### src/rtl/csc_row_sched.sv
// Row sequencer for the CSC row-vector generator: takes one matrix configuration,
// issues MAT_RANK/2 shifted row requests one at a time and forwards each result tagged.
module csc_row_sched #(
    parameter int MAT_RANK = 256
) (
    input  logic                         clk,
    input  logic                         rst,

    input  logic                         cfg_vld,
    output logic                         cfg_rdy,
    input  logic [31:0]                  cfg_z0,
    input  logic [31:0]                  cfg_z1,
    input  logic [31:0]                  cfg_s_i,
    input  logic [31:0]                  cfg_s_r,
    input  logic [31:0]                  cfg_a0_i,
    input  logic [31:0]                  cfg_a0_r,
    input  logic [31:0]                  cfg_a1_i,
    input  logic [31:0]                  cfg_a1_r,
    input  logic                         abort,

    output logic [31:0]                  z0_o,
    output logic [31:0]                  z1_o,
    output logic [31:0]                  s_val_i_o,
    output logic [31:0]                  s_val_r_o,
    output logic [31:0]                  a0_val_i_o,
    output logic [31:0]                  a0_val_r_o,
    output logic [31:0]                  a1_val_i_o,
    output logic [31:0]                  a1_val_r_o,
    output logic                         val_vld_o,
    input  logic                         val_rdy_i,
    input  logic                         gen_vld_i,
    output logic                         gen_rdy_o,

    output logic                         row_vld,
    input  logic                         row_rdy,
    output logic [$clog2(MAT_RANK)-2:0]  row_idx,
    output logic                         row_last,
    output logic                         busy,
    output logic                         done
);

    localparam int INDEX_W = $clog2(MAT_RANK);
    localparam int ROW_W   = INDEX_W - 1;
    localparam logic [ROW_W-1:0] LAST_ROW = ROW_W'(MAT_RANK / 2 - 1);

    typedef enum logic [1:0] {
        S_IDLE,
        S_ISSUE,
        S_WAIT,
        S_DONE
    } state_t;

    state_t           state;
    logic [ROW_W-1:0] r;
    logic [ROW_W-1:0] r_next;
    logic [ROW_W-1:0] idx0;
    logic [ROW_W-1:0] idx1;
    logic             abort_flag;
    logic             gen_xfer;
    logic             cfg_unused;

    // Position field lives at bit 16; the add wraps naturally modulo MAT_RANK/2.
    function automatic logic [31:0] pack_pos(input logic [ROW_W-1:0] base,
                                             input logic [ROW_W-1:0] ofs);
        logic [ROW_W-1:0] pos;
        pos = base + ofs;
        return 32'(pos) << 16;
    endfunction

    assign r_next     = r + ROW_W'(1);
    assign row_idx    = r;
    assign cfg_unused = ^{cfg_z0, cfg_z1};

    // While aborting, results are swallowed here and never reach the consumer.
    assign row_vld  = (state == S_WAIT) && gen_vld_i && !abort_flag;
    assign gen_rdy_o = (state == S_WAIT) && (abort_flag || row_rdy);
    assign gen_xfer = gen_vld_i && gen_rdy_o;

    always_ff @(posedge clk or posedge rst) begin
        if (rst) begin
            state      <= S_IDLE;
            r          <= '0;
            idx0       <= '0;
            idx1       <= '0;
            abort_flag <= 1'b0;
            cfg_rdy    <= 1'b1;
            busy       <= 1'b0;
            done       <= 1'b0;
            val_vld_o  <= 1'b0;
            row_last   <= 1'b0;
            z0_o       <= '0;
            z1_o       <= '0;
            s_val_i_o  <= '0;
            s_val_r_o  <= '0;
            a0_val_i_o <= '0;
            a0_val_r_o <= '0;
            a1_val_i_o <= '0;
            a1_val_r_o <= '0;
        end else begin
            done <= 1'b0;
            case (state)
                S_IDLE: begin
                    if (cfg_vld) begin
                        idx0       <= cfg_z0[16 +: ROW_W];
                        idx1       <= cfg_z1[16 +: ROW_W];
                        z0_o       <= pack_pos(cfg_z0[16 +: ROW_W], '0);
                        z1_o       <= pack_pos(cfg_z1[16 +: ROW_W], '0);
                        s_val_i_o  <= cfg_s_i;
                        s_val_r_o  <= cfg_s_r;
                        a0_val_i_o <= cfg_a0_i;
                        a0_val_r_o <= cfg_a0_r;
                        a1_val_i_o <= cfg_a1_i;
                        a1_val_r_o <= cfg_a1_r;
                        r          <= '0;
                        row_last   <= 1'b0;
                        abort_flag <= 1'b0;
                        cfg_rdy    <= 1'b0;
                        busy       <= 1'b1;
                        val_vld_o  <= 1'b1;
                        state      <= S_ISSUE;
                    end
                end

                S_ISSUE: begin
                    // A handshake on the abort cycle still leaves a result to drain.
                    if (val_rdy_i) begin
                        val_vld_o  <= 1'b0;
                        abort_flag <= abort;
                        state      <= S_WAIT;
                    end else if (abort) begin
                        val_vld_o <= 1'b0;
                        cfg_rdy   <= 1'b1;
                        busy      <= 1'b0;
                        state     <= S_IDLE;
                    end
                end

                S_WAIT: begin
                    if (gen_xfer) begin
                        if (abort_flag || abort) begin
                            abort_flag <= 1'b0;
                            cfg_rdy    <= 1'b1;
                            busy       <= 1'b0;
                            state      <= S_IDLE;
                        end else if (r == LAST_ROW) begin
                            done  <= 1'b1;
                            state <= S_DONE;
                        end else begin
                            r         <= r_next;
                            row_last  <= (r_next == LAST_ROW);
                            z0_o      <= pack_pos(idx0, r_next);
                            z1_o      <= pack_pos(idx1, r_next);
                            val_vld_o <= 1'b1;
                            state     <= S_ISSUE;
                        end
                    end else if (abort) begin
                        abort_flag <= 1'b1;
                    end
                end

                S_DONE: begin
                    cfg_rdy <= 1'b1;
                    busy    <= 1'b0;
                    state   <= S_IDLE;
                end

                default: begin
                    val_vld_o  <= 1'b0;
                    abort_flag <= 1'b0;
                    cfg_rdy    <= 1'b1;
                    busy       <= 1'b0;
                    state      <= S_IDLE;
                end
            endcase
        end
    end

endmodule

### config.mk
export PLATFORM = sky130hd
export DESIGN_NAME = csc_row_sched
export DESIGN_NICKNAME = d
export VERILOG_FILES = /design/src/rtl/csc_row_sched.sv
export SDC_FILE = /design/constraint.sdc
export NUM_CORES = 1
export LEC_CHECK = 0
export CORE_AREA = 2 2 210 212
export CTS_CLUSTER_SIZE = 20
export DETAILED_ROUTE_END_ITERATION = 8
export DIE_AREA = 0 0 212 214
export GPL_TIMING_DRIVEN = 0
export MAX_ROUTING_LAYER = met4
export SETUP_SLACK_MARGIN = 0.02
export SYNTH_ARGS = -nofsm -noshare
export SYNTH_HDL_FRONTEND = slang
export SYNTH_SLANG_ARGS = --single-unit
export TNS_END_PERCENT = 50
### constraint.sdc
create_clock -name clk -period 11.37 [get_ports clk]
set_input_delay 2.274 -clock clk [delete_from_list [all_inputs] [get_ports clk]]
set_output_delay 2.274 -clock clk [all_outputs]
set_load 0.01 [all_outputs]
==> run summary <==
The routed wire length is 31000 um. The post-synthesis async set-or-reset flop share is 1.00. The multiplexer share of the synthesized area is 0.241.

The slack of the worst reg-to-reg path is 8.46 ns. Clock-pin slew was measured on the worst setup and hold paths at 0.05 ns. The final-stage net count is 1519.

The dominant synthesized flop cell is sky130_fd_sc_hd__dfrtp_1. The most common cell type on the critical path is sky130_fd_sc_hd__clkdlybuf4s50_1. After synthesis, the largest family of logic cells by area is multiplexers. The number of antenna violations at the first check in global routing is 1.

Of the total synthesized cell area, the portion taken by full adders, half adders and majority gates is 0.0301. The number of gates resized after cts came out at 0. The cell sitting at the root of the clock tree is a sky130_fd_sc_hd__clkbuf_16. Summing all flip-flop and latch instances after layout gives slightly below 0.006 sq mm. The iteration-0 DRC count of the detailed router is 210. The area of the multi-input gates is 0.00381 sq mm. In this run the number of H-tree levels came out at 1. The clock sink count is about 240. The width of the die came out at 212 um. The placed instances occupy a cell area of 0.0154 sq mm. The kind of capture point of the worst setup path is an output pin. The routed via count came out at approximately 7400. Of the total power, the clock network draws 0.197.

The number of detailed-route iterations in the first pass is 4. The critical path goes through clkdlybuf4s50_1, and3_1, clkdlybuf4s50_1. By area the synthesized netlist is led by sky130_fd_sc_hd__dfrtp_1 58%, sky130_fd_sc_hd__mux2_2 23%, sky130_fd_sc_hd__buf_4 3.7%, sky130_fd_sc_hd__ha_1 2.6%, sky130_fd_sc_hd__nand2_1 1.0%.

The core region is around 0.043 sq mm. The count of flip-flops with a built-in enable after synthesis is 0. The total power came out at 0.00445 W. The most common cell in the synthesized netlist is sky130_fd_sc_hd__dfrtp_1.

The post-route fraction of the period consumed by the critical path is 0.506. The number of buffers added on ports came out at 432. At the pin with the least slew margin, the transition time is between 0.7 and 0.8 ns. The pin count of the biggest net entering global routing is 103. Of the total synthesized cell area, the portion taken by AND, OR, NAND and NOR gates is 0.0358. The max-slew violation total from the final report is 0. The max-capacitance violation count is 0. The final setup skew came out at around 0.006 ns. The count of endpoints failing hold in the final timing report is 0. The worst relative slew slack came out at 0.526. The path class of the lowest-slack min-delay path is flop to flop.

The number of buffers inserted for hold repair after clock tree synthesis is 0. The number of placement rows is 76. The congestion estimate from routability-driven global placement came to around 0.79. Summed over all failing endpoints, the final setup total negative slack is 0 ns. On the critical path, the stage with the largest delay is an instance of sky130_fd_sc_hd__clkdlybuf4s50_1.

Counting distinct cell types in the post-synthesis netlist gives 48. Summed over all cells, the static leakage comes to 6.92 nW. The buffers inserted during post-CTS setup optimization came out at 0.

In the routed design, unresolved DRC markers number 0. The compound-gate portion of the synthesized area was 0.0401. TritonCTS built the clock tree.

Of the total power, combinational logic draws 0.470. Setup violations remaining at the end of the flow were counted as 0. The area overhead of the layout relative to synthesis is 61.6%. In the synthesized netlist, the cells that appear most often are 234 x sky130_fd_sc_hd__dfrtp_1, 206 x sky130_fd_sc_hd__mux2_2, 50 x sky130_fd_sc_hd__buf_4, 28 x sky130_fd_sc_hd__nand2_1, 22 x sky130_fd_sc_hd__clkbuf_1. In this run the vertical extent of the chip is approximately 210 um. The share of final-layout standard cells stronger than drive strength 1 is 0.246. The total net switching power is approximately 0.0014 W. sky130_fd_sc_hd__dfrtp_1 takes more of the synthesized area than any other cell. The count of pins on the block boundary is 533. The area of the die came out at 0.0454 sq mm. Of the total power, the share spent switching nets is 0.323. The total global-route track usage came out at 0.138. After detailed routing, the number of vias per cell comes to roughly 4.0. The later pin in the worst-skew pair is clocked with a latency of 0.56 ns. STA puts the critical path data required time at 9.10 ns. In this run the power density over the cells is about 270 mW/mm^2.

The effective utilization at floorplan came out at 0.235. The maximum achievable frequency is 0.174 GHz. The cell count after synthesis came out at 720. After detailed routing, the average wire length per cell comes to roughly 17 um. The average instance area after synthesis came out at ~14 sq um.

The largest voltage drop on the vdd net came out at 180 uV. Of the total synthesized cell area, the portion taken by XOR and XNOR cells is 0.0123. The run finished with clean final reports.

Counting flops and latches in the post-synthesis netlist gives 235. The final critical delay including setup and external delays came out at 5.75 ns. The CTS buffer count is 28.

The highest net fanout along the worst path came out at 3. The sequential share of power came out at 0.333. The delay of the slowest cell on the worst path came out at 0.54 ns. The final antenna-violating net count is 0.

The critical path is of the input port to output pin type. The number of warnings reported in the yosys synthesis log came out at 0. The total of fill cells in the finished design came out at 4189. The register area share after synthesis came out at 0.584. The internal power came out at roughly 0.003 W. The HPWL reported at the end of detailed placement came out at between 20000 and 25000 um. The via count of the first global-routing pass is 8151. For the worst setup path, the data arrival time is 3.48 ns.

The design area came out at 0.0163 sq mm. The fraction of post-synthesis cell area in the top cell type by area is 0.581. Summing every instance area after synthesis gives 0.0101 sq mm. STA classifies the critical path startpoint as an input port. Summed over all layers, the global routing overflow is 0. Setup repair after global routing left no endpoint under its margin. The wire length of the first global-routing pass came out at 46900 um. The largest buffer count on any clock path is 3.
[critical path: cells and delay by family]
| kind | cells | cell delay, ns |
|---|---|---|
| buf+inv | 2 | 1.04 |
| simple gates | 1 | 0.17 |
[flip-flops by register name, summed over array words and instances (netlist names), 32 cells and up]
name and flops:
a0_val_i_o 32, a0_val_r_o 32, a1_val_i_o 32, a1_val_r_o 32, s_val_i_o 32, s_val_r_o 32
[routing by layer]
layer  vias to the layer above  share of wire  track usage
li1                       3440              -            -
met1                      3598           0.38        0.149
met2                       302           0.49        0.233
met3                        45           0.10       0.0541
met4                         0          0.025       0.0357
met5                         -              0            -
[metrics by stage]
| stage | instances | hold WS (ns) | setup slack [ns] | utilization |
|---|---|---|---|---|
| 2_1_floorplan | 769 | 0.484 | 2.65 | - |
| 3_3_place_gp | 1786 | 0.471 | -0.970 | 0.357 |
| 3_5_place_dp | 1788 | 0.479 | 5.61 | 0.359 |
| 4_1_cts | 1839 | 0.488 | 5.61 | 0.380 |
| 5_1_grt | 1840 | 0.512 | 5.54 | 0.380 |
| 6_report | 1841 | 0.481 | 5.62 | 0.380 |
[cell families after synthesis]
group	count (synthesis)
adder cells (fa/ha/maj)	23
AO/OA/AOI/OAI	65
XOR/XNOR	11
other	1
flip-flops	235
AND/OR/NAND/NOR	70
multiplexers	217
buffers and inverters	98
[final cells by class]
class	instances	share of cell area
multi-input cells	436	0.234
repair buffers	434	0.269
plain buffers	80	0.0305
flip-flops and latches	235	0.361
clock buffers	45	0.0513
inverters	18	0.00461
clock inverters	6	0.00407
diodes	2	0.000307
well taps	585	0.0450
[final timing paths]
path | start | end | cells after the start
setup / recovery | gen_vld_i | row_vld | 3
hold / removal | row_last | row_last | 2
setup reg to reg | row_idx[0] | z1_o[22] | 10
hold reg to reg | row_last | row_last | 2
max in group asynchronous | rst | a1_val_i_o[10] | 3
min in group asynchronous | rst | s_val_i_o[14] | 2
[power groups by stage]
stage / Combinational (W) / Sequential, W / Clock, W
floorplan: 0.000813 / 0.00165 / 0
global placement: 0.00209 / 0.00148 / 0
finish: 0.00209 / 0.00148 / 0.000879
CTS: 0.00213 / 0.00149 / 0.000910
global route: 0.00225 / 0.00154 / 0.000949
detailed placement: 0.00211 / 0.00149 / 0
[placed cells by master (no fill, tap or decap), drive strengths merged, types with 4 or more instances in the layout]
cell           netlist  routed
clkdlybuf4s50        0     432
dfrtp              234     234
mux2               207     207
clkbuf              22      67
buf                 58      60
conb                 1      50
o21ai               29      29
nand2               28      28
ha                  21      21
inv                 18      18
a21oi               11      11
mux2i               10      10
nand3                9       9
nor2b                8       8
xor2                 5       5
nor3                 5       5
clkinv               0       5
nor2                 4       4
o31ai                4       4
xnor2                4       4
and3                 4       4
No activity file was read; power rests on OpenSTA's default activity.
